File: src/rtl/adder_pipe.sv
// adder_pipe: multi-mode adder with an elastic valid/ready pipeline.
//
// Purpose:
//   Accepts operand beats (in1, in2, mode) and produces one result per beat
//   STAGES cycles later when the consumer is not stalling. Modes:
//     00 wrap add        flag = unsigned carry-out
//     01 wrap sub        flag = unsigned borrow (in1 < in2)
//     10 unsigned sat add (clamp to all-ones), flag = carry-out
//     11 signed sat add   (clamp to max/min signed), flag = signed overflow
//   A saturating counter tallies transferred results whose flag is set.
//
// Ports:
//   clk, rst_n          clock (rising edge) and async active-low reset
//   in_valid/in_ready   operand handshake; in1, in2, mode sampled on accept
//   out_valid/out_ready result handshake; out, out_ovf held while stalled
//   ovf_cnt, clr_cnt    saturating overflow count and its synchronous clear
//   busy                any pipeline stage holds a beat
module adder_pipe #(
  parameter int WIDTH  = 32,
  parameter int STAGES = 2,
  parameter int CNT_W  = 16
) (
  input  logic             clk,
  input  logic             rst_n,
  input  logic             in_valid,
  output logic             in_ready,
  input  logic [WIDTH-1:0] in1,
  input  logic [WIDTH-1:0] in2,
  input  logic [1:0]       mode,
  output logic             out_valid,
  input  logic             out_ready,
  output logic [WIDTH-1:0] out,
  output logic             out_ovf,
  output logic [CNT_W-1:0] ovf_cnt,
  input  logic             clr_cnt,
  output logic             busy
);

  localparam logic [WIDTH-1:0] MAX_POS  = {1'b0, {(WIDTH-1){1'b1}}};
  localparam logic [WIDTH-1:0] MIN_NEG  = {1'b1, {(WIDTH-1){1'b0}}};
  localparam logic [WIDTH-1:0] ALL_ONES = '1;
  localparam logic [CNT_W-1:0] CNT_MAX  = '1;

  logic [WIDTH:0]   sum_ext;
  logic [WIDTH:0]   diff_ext;
  logic             signed_ovf;
  logic [WIDTH-1:0] res_c;
  logic             ovf_c;

  logic [STAGES-1:0] valid_q;
  logic [STAGES-1:0] ovf_q;
  logic [WIDTH-1:0]  res_q [STAGES];
  logic [STAGES-1:0] adv;
  logic              transfer;

  // Result is computed before the first register so every stage just moves data.
  always_comb begin
    sum_ext    = {1'b0, in1} + {1'b0, in2};
    diff_ext   = {1'b0, in1} - {1'b0, in2};
    // Signed overflow: operands agree in sign but the sum does not.
    signed_ovf = (in1[WIDTH-1] == in2[WIDTH-1]) && (sum_ext[WIDTH-1] != in1[WIDTH-1]);
    res_c      = sum_ext[WIDTH-1:0];
    ovf_c      = sum_ext[WIDTH];
    case (mode)
      2'b00: begin
        res_c = sum_ext[WIDTH-1:0];
        ovf_c = sum_ext[WIDTH];
      end
      2'b01: begin
        // The extra bit of the widened difference is the unsigned borrow.
        res_c = diff_ext[WIDTH-1:0];
        ovf_c = diff_ext[WIDTH];
      end
      2'b10: begin
        res_c = sum_ext[WIDTH] ? ALL_ONES : sum_ext[WIDTH-1:0];
        ovf_c = sum_ext[WIDTH];
      end
      default: begin
        res_c = signed_ovf ? (in1[WIDTH-1] ? MIN_NEG : MAX_POS) : sum_ext[WIDTH-1:0];
        ovf_c = signed_ovf;
      end
    endcase
  end

  // A stage may advance if it or any stage downstream of it is empty, or if
  // the consumer is taking the last beat. This collapses bubbles and is the
  // flattened form of "next stage empty or advancing".
  always_comb begin
    adv = '0;
    for (int k = 0; k < STAGES; k++) begin
      adv[k] = out_ready;
      for (int j = k; j < STAGES; j++) begin
        if (!valid_q[j]) adv[k] = 1'b1;
      end
    end
  end

  // Data registers only load when a real beat arrives, so a stalled or empty
  // stage keeps its last contents.
  always_ff @(posedge clk or negedge rst_n) begin
    if (!rst_n) begin
      valid_q <= '0;
      ovf_q   <= '0;
      for (int k = 0; k < STAGES; k++) res_q[k] <= '0;
    end else begin
      if (adv[0]) begin
        valid_q[0] <= in_valid;
        if (in_valid) begin
          res_q[0] <= res_c;
          ovf_q[0] <= ovf_c;
        end
      end
      for (int k = 1; k < STAGES; k++) begin
        if (adv[k]) begin
          valid_q[k] <= valid_q[k-1];
          if (valid_q[k-1]) begin
            res_q[k] <= res_q[k-1];
            ovf_q[k] <= ovf_q[k-1];
          end
        end
      end
    end
  end

  // Clear has priority over a same-cycle overflow transfer.
  always_ff @(posedge clk or negedge rst_n) begin
    if (!rst_n) begin
      ovf_cnt <= '0;
    end else if (clr_cnt) begin
      ovf_cnt <= '0;
    end else if (transfer && out_ovf && (ovf_cnt != CNT_MAX)) begin
      ovf_cnt <= ovf_cnt + CNT_W'(1);
    end
  end

  // in_ready is forced low while reset is asserted.
  assign in_ready  = rst_n & adv[0];
  assign out_valid = valid_q[STAGES-1];
  assign out       = res_q[STAGES-1];
  assign out_ovf   = ovf_q[STAGES-1];
  assign transfer  = out_valid & out_ready;
  assign busy      = |valid_q;

endmodule

File: config.mk
export PLATFORM = sky130hd
export DESIGN_NAME = adder_pipe
export DESIGN_NICKNAME = d
export VERILOG_FILES = /design/src/rtl/adder_pipe.sv
export SDC_FILE = /design/constraint.sdc
export NUM_CORES = 1
export LEC_CHECK = 0
export CORE_UTILIZATION = 52
export CTS_BUF_LIST = sky130_fd_sc_hd__clkbuf_2
export CTS_CLUSTER_DIAMETER = 200
export DETAILED_ROUTE_END_ITERATION = 16
export PLACE_DENSITY_LB_ADDON = 0.3
export RECOVER_POWER = 25
export SLEW_MARGIN = 20
export SYNTH_ARGS = -nofsm -noshare
export SYNTH_HDL_FRONTEND = slang
export SYNTH_SLANG_ARGS = --single-unit
File: constraint.sdc
create_clock -name clk -period 1.9 [get_ports clk]
set_input_delay 0.38 -clock clk [delete_from_list [all_inputs] [get_ports clk]]
set_output_delay 0.38 -clock clk [all_outputs]
set_load 0.02 [all_outputs]
After elaboration in Yosys (flattened, before gate mapping). Index checks and enable logic that the tools add are counted.

Register bits after elaboration: 84. Input port bits: 71. Output and inout port bits: 52.

$add $sub $neg: 3. Equality and inequality tests: 5. Multiplexer cells: 10. Bitwise logic cells: 2. Reductions and logical operators: 9.

Operators with widths (count): 32-bit 2-to-1 mux (3); 32-bit case mux with 3 select lines (1); 32-bit by 32-bit adder with 33-bit output (1); 32-bit by 32-bit subtractor with 33-bit output (1); 16-bit 2-to-1 mux (2); 16-bit by 1-bit adder with 16-bit output (second input constant) (1); 16-bit != test (second input constant) (1); 2-bit AND reduction (2); 2-bit OR reduction (2); 1-bit logical AND (3); 1-bit 2-to-1 mux (3); 1-bit AND (2); 2-bit by 1-bit == test with 1-bit output (second input constant) (1); 2-bit == test (second input constant) (1); 2-bit logical NOT (1); 1-bit case mux with 2 select lines (1); 2-bit nonzero test (1); 1-bit == test (1); 1-bit != test (1).

Logic depth before layout (Yosys ltp). Gate-level depths: netlist of the first run.

Depth in word-level cells: 5. Mapped depth: 14. Depth with buffers taken out: 12.

Least setup slack after synthesis of the first run. OpenSTA, ideal clock, no wires.

Path kind: input-to-reg. From: in in2[14]. To: reg res_q[50] in the netlist's numbering. Data arrival time: 2.975 ns. Data required time: 1.774 ns. Path slack: -1.201 ns. Stages: 13. Cells stage by stage: inv_1 ha_1 buf_4 inv_1 a21oi_1 o31ai_1 a2111oi_1 o32ai_4 o31ai_2 buf_6 and2_4 nor3_1 a221o_1.

Longest elaborated chain between the ends: 5.

RTL lines: start: declaration (RTL line 28) `input logic [WIDTH-1:0] in2,`; 32-bit by 32-bit adder with 33-bit output (RTL line 58) `sum_ext = {1'b0, in1} + {1'b0, in2};`; 1-bit != test (RTL line 61) `signed_ovf = (in1[WIDTH-1] == in2[WIDTH-1]) && (sum_ext[WIDTH-1] != in1[WIDTH-1]);`; 1-bit logical AND (RTL line 61); 32-bit 2-to-1 mux (RTL line 79) `res_c = signed_ovf ? (in1[WIDTH-1] ? MIN_NEG : MAX_POS) : sum_ext[WIDTH-1:0];`; 32-bit case mux with 3 select lines * (RTL line 64) `case (mode)`; end signal: indexed assignment (RTL line 117) `res_q[k] <= res_q[k-1];`; end: declaration (RTL line 52) `logic [WIDTH-1:0] res_q [STAGES];`.

Mark *: on every way between the ends. The rest lies on a longest branch, timed or not. A chain may end at the register's enable or synchronous reset.

Final worst setup path of the first run.
From: in in2[30]. To: reg res_q[61] in the netlist's numbering.

Longest elaborated chain between the ends: 5.

RTL lines (RTL line): 32-bit by 32-bit adder with 33-bit output * (58); 1-bit != test (61); 1-bit logical AND (61); 32-bit 2-to-1 mux (79); 32-bit case mux with 3 select lines * (64).

Marked as above.

==> impl_metrics.py, run 1 <==
metrics = {
    "power": {
        "vdd_drop_max_mv": 0.572,
        "total_power_mw": 8.36,
        "leakagePower_nw": 6.16,
        "p_per_area_nw_per_um2": 612,
        "comb_power_share": 0.611,
        "pwr-share-clk": 0.095,
        "swShare": 0.434,
        "p_int_mw": 4.73,
        "net-switching-power_mw": 3.63,
        "seqPwrFrac": 0.294,
    },
    "setup_path": {
        "critical-path-top-delay-family": "buffers and inverters",
        "critPathMostFrequentCell": "inv_1",
        "worst_path_max_delay_cell": "clkdlybuf4s50_1",
        "path_buf_inv": 5,
        "crit_fanout": 5,
        "r2r_end": "ovf_cnt[4]",
        "crit_path_cell_trace": "clkdlybuf4s50_1 -> inv_1 -> ha_1 -> inv_1 -> nand3_2 -> or3_4 -> o32ai_4 -> o31ai_4 -> buf_6 -> a21oi_4 -> buf_4 -> o21ai_2 -> a221oi_2",
        "required_ns": 2.38,
        "endpoint_kind": "register",
        "r2r_cells": 9,
        "worstSetupStartpointType": "input pin",
        "crit_arrival_ns": 3.24,
        "slowest_delay_ns": 0.50,
        "r2r-start": "ovf_cnt[8]",
        "path_class": "input pin to register",
        "rrSetupSlack_ns": -0.07,
    },
    "synth": {
        "yosys_register_bits": 84,
        "ys_top_cells_by_count": "97 x a21oi_1, 84 x dfrtp_1, 82 x nand2_1, 82 x nor2_1, 72 x inv_1",
        "yosysMostFrequentCell": "a21oi_1",
        "yosysTopAreaCell": "dfrtp_1",
        "ys.flop_type": "dfrtp_1",
        "synth_cells": 1011,
        "synth-edff-count": 0,
        "yosysUniqueCellTypes": 82,
        "synth-seq-area-share": 0.260,
        "synth.area.top_cells": "dfrtp_1 26%, ha_1 10%, a21oi_1 6.0%",
        "avgSynthCellArea_um2": 8.01,
        "synth_nets": 1149,
        "ys_warn_count": 0,
        "async_flop_share": 1.00,
        "yosys.area.top_type_share": 0.260,
        "synthesis.area_um2": 8100,
    },
    "grt": {
        "grt_use_total": 0.398,
        "grt_pass1_wl_um": 50400,
        "grt_max_degree": 85,
        "grt_overflow": 0,
        "antenna_found_initial": 1,
        "grt_pass1_vias": 9939,
    },
    "floorplanning": {
        "io_pins": 123,
        "start_util": 0.533,
        "die_x_um": 127,
        "coreArea_um2": 15200,
        "die_h_um": 127,
        "die_area_um2": 16100,
        "rows": 45,
    },
    "sta": {
        "skew_ns": 0.0222,
        "setup_violations": 44,
        "tightest_slew_ns": 1.80,
        "hold_viol_final": 0,
        "period_minus_slack_ns": 2.76,
        "rsz0062_at_grt": "yes",
        "maxSlewViolCount": 85,
        "finalCritPeriodShare": 1.45,
        "timing.fmax_mhz": 363,
        "finalWorstSetupSlack_ns": -0.858,
        "slew_headroom": -0.201,
    },
    "route": {
        "drt-initial-drc-count": 1328,
        "routed_via_density": 6.42,
        "vias": 10500,
        "drtAntennaViolNets": 0,
        "first_pass_iters": 6,
        "routed_wl_um": 36800,
        "route.detailed.drc": 0,
        "wire_per_inst_um": 22.5,
    },
    "final_layout": {
        "drive_gt1_frac": 0.505,
        "nFillCells": 677,
        "fin_cells": 1633,
        "finish.utilization": 0.899,
        "synthToLayoutAreaGrowth_pct": 68.7,
        "seq_area_um2": 2110,
        "multi_input_area_um2": 6890,
        "nNetsFinal": 1577,
    },
    "cts": {
        "clk_latency_ns": 0.57,
        "clk_path_buf_depth": 2,
        "hold_buffers": 0,
        "cts_tree": "yes",
        "clk_pin_slew_ns": 0.22,
        "htree_levels": 3,
        "clock_sinks": 84,
        "cts_buffers": 9,
        "root_buffer": "clkbuf_2",
    },
    "place": {
        "pre_cts_slack_ns": -1.92,
        "place_congestion": 0.993,
        "place_hpwl_um": 22100,
        "place_inst": 1539,
        "port_buffers": 122,
    },
    "worst_hold_path": {
        "worstHoldPathType": "input pin to register",
        "min_from": "in2[0]",
        "min_path_cells": 4,
        "hold_path_end": "res_q[32]",
    },
    "status": {
        "violations": "max-capacitance violations, max-slew violations, negative setup slack",
        "status": "finished, violations left",
    },
    "job": {
        "drv_cap": 1,
    },
}
worst reg2reg max path: cells and delay by family (launching register included):
kind	cells	cell delay (ns)
buffers and inverters	1	0.14
XOR/XNOR	1	0.22
flip-flops	1	0.41
AO/OA/AOI/OAI	1	0.29
AND/OR/NAND/NOR	6	0.84
through the flow:
stage               hold WS [ns]  TNS [ns]  area, um2
finish                     0.398    -25.07      13700
global route               0.416    -33.92      13700
CTS                        0.105    -23.89      12900
detailed placement         0.468    -59.16      11500
global placement           0.454    -56.10      11500
floorplan                 0.0844    -31.29       8270
power by group through the flow:
stage / clock network, mW / registers (mW) / logic [mW]
3_5_place_dp: 0 / 2.47 / 4.09
6_report: 0.796 / 2.46 / 5.11
3_3_place_gp: 0 / 2.44 / 4.00
2_1_floorplan: 0 / 2.40 / 2.45
5_1_grt: 0.848 / 2.49 / 5.33
4_1_cts: 0.771 / 2.42 / 4.46
area by class of cell:
type                       instances  area share
antenna                            1    0.000183
clock buffer                      11     0.00403
clock inverter                     5     0.00211
inverter                          75      0.0216
multi-input combinational        772       0.504
sequential                        84       0.154
tap                              188      0.0172
timing repair buffer             497       0.296
worst max path at each step:
| stage | start | to | cells past startpoint |
|---|---|---|---|
| 4_1_cts | in2[21] | res_q[34] | 13 |
| 3_3_place_gp | in2[1] | res_q[42] | 15 |
| 2_1_floorplan | in1[21] | res_q[37] | 12 |
| 6_report | in2[30] | res_q[61] | 13 |
| 3_5_place_dp | in2[21] | res_q[34] | 12 |
| 5_1_grt | in2[2] | res_q[46] | 16 |
placed cells by master (no fill, tap or decap), types with 8 or more instances in the layout:
cell             synthesis  final
a21o_1                  12     11
a21oi_1                 97     57
a21oi_2                  1     30
a21oi_4                  1     13
buf_2                    6     10
buf_4                   35    332
buf_6                    2     38
clkbuf_2                 1     32
clkdlybuf4s50_1          0     12
dfrtp_1                 84     78
dlygate4sd2_1            0     61
dlymetal6s2s_1           0      8
ha_1                    65     26
ha_4                     0     35
inv_1                   72     39
inv_2                    0     29
mux2_2                  34     34
nand2_1                 82     75
nand2b_1                14     14
nand3_1                 27     20
nor2_1                  82     70
nor2b_1                 16     12
nor3_1                  19     12
o211ai_1                19     19
o21ai_0                 54     31
o21ai_1                 14     15
o21ai_2                  1     16
o21bai_1                 9      9
o31ai_1                 18     13
xnor2_1                 39     35
xor2_1                   9      8
registers in the layout, indices dropped and copies added, names as in the netlist:
signal	flops
ovf_cnt	16
ovf_q	2
valid_q	2
res_q	32
out	32
layer usage:
layer  wire [um]  track usage
met1       12900        0.479
met2       17100        0.685
met3        3940       0.0654
met4        2800        0.207
met5           0            0
logic make-up after synthesis:
group | Yosys count | share of synthesized area
AO/OA/AOI/OAI | 320 | 0.262
XOR/XNOR | 48 | 0.0519
adder cells (fa/ha/maj) | 67 | 0.105
buffers and inverters | 156 | 0.0915
flip-flops | 84 | 0.260
multiplexers | 40 | 0.0547
AND/OR/NAND/NOR | 296 | 0.175
timing repair:
action | in CTS | in global routing
setup endpoints to repair | 93 | 49
endpoints found under the hold margin | 0 | 0
buffers inserted | 55 | 25
gates resized for setup | 370 | 194
cloned | 1 | 0
pin swaps | 114 | 87
Power figures use the tool's default switching activity.
==> inputs of run 2 (changes only) <==
Settings changed: CTS_CLUSTER_SIZE from default to 8.
==> results of run 2 <==
Final layout, timing and power as in run 1 (identical DEF).
==> inputs of run 3 (changes only) <==
--- a/config.mk
+++ b/config.mk
@@ -6,5 +6,5 @@
 export NUM_CORES = 1
 export LEC_CHECK = 0
-export CORE_UTILIZATION = 52
+export CORE_UTILIZATION = 25
 export CTS_BUF_LIST = sky130_fd_sc_hd__clkbuf_2
 export CTS_CLUSTER_DIAMETER = 200
==> constraint.sdc (replaced) <==
create_clock -name clk -period 1.9 [get_ports clk]
set_input_delay 0.38 -clock clk [delete_from_list [all_inputs] [get_ports clk]]
set_output_delay 0.38 -clock clk [all_outputs]
set_load 0.05 [all_outputs]
==> run 3 against run 2 <==
- the flow finishes with violations (negative setup slack)
- final cell count increased by 13%
- global-route usage shrank 22 points
- die area up 110%
- clock-buffer cell count fell by 2
- clock skew increased by 0.013 ns
- hold slack lost 0.098 ns
- fmax increased by 1.2%
- sequential cell count unchanged
- setup slack better by 0.033 ns
- via count is 13% lower
- core utilization decreased by 46 points
- register-to-register slack worse by 0.06 ns
- critical endpoint is now res_q[58]
- largest power group unchanged
- highest routed layer unchanged
==> impl_metrics.py, run 3 (synthesis gave the netlist of run 1 again) <==
metrics = {
    "status": {
        "status": "finished, violations left",
        "violations": "negative setup slack",
    },
    "route": {
        "first_pass_iters": 5,
        "routed_via_density": 4.94,
        "routed.top_layer": "met4",
        "route.detailed.drc": 0,
        "met3_length_um": 1210,
        "vias": 9088,
        "met1_length_um": 15100,
        "drtAntennaViolNets": 0,
        "wire_per_inst_um": 16.9,
        "routed_wl_um": 31100,
        "wl_met2_um": 14300,
        "drt-initial-drc-count": 551,
    },
    "setup_path": {
        "critical-path-top-delay-family": "simple AND/OR/NAND/NOR gates",
        "endpoint_kind": "register",
        "crit_arrival_ns": 3.21,
        "crit_fanout": 5,
        "worst_path_max_delay_cell": "or4_4",
        "path_class": "input pin to register",
        "required_ns": 2.39,
        "worstSetupStartpointType": "input pin",
        "crit_path_cell_trace": "buf_8 -> inv_6 -> ha_4 -> or4_4 -> or4_4 -> a21oi_4 -> o41ai_4 -> buf_4 -> a41oi_4 -> buf_4 -> nand2_2 -> nor2_4 -> buf_6 -> nor3b_1 -> o31ai_1",
        "slowest_delay_ns": 0.54,
        "path_buf_inv": 5,
    },
    "final_layout": {
        "drive_gt1_frac": 0.510,
        "layout_common_cells": "358 x buf_4, 76 x dfrtp_1, 75 x nand2_1, 72 x a21oi_1, 70 x nor2_1",
        "final_common_cell": "buf_4",
        "finish.utilization": 0.434,
        "nNetsFinal": 1568,
        "synthToLayoutAreaGrowth_pct": 70.1,
        "nFillCells": 3145,
    },
    "cts": {
        "clk_pin_slew_ns": 0.26,
        "clock_sinks": 84,
        "htree_levels": 3,
        "cts_buffers": 9,
        "clk_latency_ns": 0.57,
        "cts_tree": "yes",
        "clk_path_buf_depth": 2,
        "root_buffer": "clkbuf_2",
    },
    "sta": {
        "timing.fmax_mhz": 367,
        "finalWorstSetupSlack_ns": -0.825,
        "hold_viol_final": 0,
        "skew_ns": 0.0351,
        "finalCritPeriodShare": 1.43,
        "rsz0062_at_grt": "yes",
        "tightest_slew_ns": 0.811,
        "period_minus_slack_ns": 2.72,
        "maxSlewViolCount": 0,
        "slew_headroom": 0.457,
        "setup_violations": 46,
    },
    "job": {
        "drv_cap": 0,
    },
    "place": {
        "port_buffers": 122,
        "place_hpwl_um": 23500,
        "place_congestion": 0.909,
        "pre_cts_slack_ns": -1.95,
    },
    "grt": {
        "grt_pass1_vias": 8784,
        "grt_use_total": 0.181,
        "grt_pass1_wl_um": 47800,
        "antenna_found_initial": 1,
        "grt_overflow": 0,
        "grt_max_degree": 69,
    },
    "floorplanning": {
        "die_h_um": 182,
        "rows": 65,
        "coreArea_um2": 31700,
        "die_x_um": 182,
        "start_util": 0.255,
        "die_area_um2": 33100,
        "io_pins": 123,
    },
    "worst_hold_path": {
        "worstHoldPathType": "input pin to register",
    },
    "power": {
        "leakagePower_nw": 6.09,
        "p_per_area_nw_per_um2": 652,
        "total_power_mw": 8.98,
        "vdd_drop_max_mv": 0.305,
    },
}
==> run 3: cell types whose count changed in the layout (fill, tap and decap cells not counted), moves of 5 or more <==
| cell | delta |
|---|---|
| a21oi_1 | +15 |
| a21oi_2 | -10 |
| a21oi_4 | -6 |
| buf_2 | -5 |
| buf_4 | +26 |
| buf_6 | +5 |
| buf_8 | +7 |
| clkbuf_2 | -9 |
| clkdlybuf4s15_1 | +5 |
| dlygate4sd2_1 | -47 |
| o21ai_1 | +7 |
| o21ai_2 | -5 |
==> run 3: routing by layer <==
metal / global-route usage / vias up
met3: 0.0191 / 38
li1: - / 4424
met2: 0.285 / 273
met1: 0.260 / 4353
met4: 0.0508 / 0
met5: 0 / -
==> run 3: worst reg2reg max path, stage by stage, from the launching register on <==
cell and delay (ns):
dfrtp_2 0.42, and4_4 0.22, nand4_1 0.16, nor2_2 0.15
nand2_1 0.08, o2111a_1 0.27, nand3b_1 0.25, buf_4 0.18
nor2_4 0.04, xnor2_2 0.14, nor2_1 0.06
==> run 3: layout make-up <==
type	count	area [um2]	area share
well taps	402	503	0.0365
repair buffers	489	4100	0.297
inverters	75	295	0.0214
diodes	1	2.50	0.000182
clock inverters	7	81.3	0.00590
clock buffers	9	45.0	0.00327
flip-flops and latches	84	2110	0.153
multi-input cells	771	6640	0.482
==> run 3: worst paths after layout <==
| check | from | to | slack, ns | cells past startpoint |
|---|---|---|---|---|
| worst max-delay path | in2[21] | res_q[58] | -0.82 | 15 |
| worst max register to register | ovf_cnt[9] | ovf_cnt[15] | -0.13 | 10 |
| max in group asynchronous | rst_n | ovf_cnt[7] | 0.23 | 3 |
| min in group asynchronous | rst_n | out[7] | 0.48 | 2 |
| worst min register to register | res_q[33] | res_q[33] | 0.52 | 2 |
| worst min-delay path | in2[0] | res_q[32] | 0.30 | 4 |
==> run 3: metrics by stage <==
stage	setup TNS, ns	cell area [um2]	hold slack, ns	instances
floorplan	-32.83	8300	0.0844	1011
global placement	-59.90	11700	0.284	1756
detailed placement	-60.36	11700	0.284	1756
CTS	-21.49	13100	0.320	1809
global route	-24.73	13800	0.243	1838
finish	-23.84	13800	0.299	1838
==> run 3: repair_timing <==
item,4_1_cts,5_1_grt
resized for setup,322,152
gates cloned,0,1
hold endpoints to repair,43,0
buffers inserted,39,30
endpoints found under the setup margin,41,49
hold buffers,1,0
pin swaps,109,107
==> run 3: power by group <==
group	leakage, nW	internal [mW]	switching (mW)
logic	4.99	2.45	3.07
clock network	0.0735	0.323	0.690
registers	1.02	2.20	0.251
total	6.09	4.97	4.01
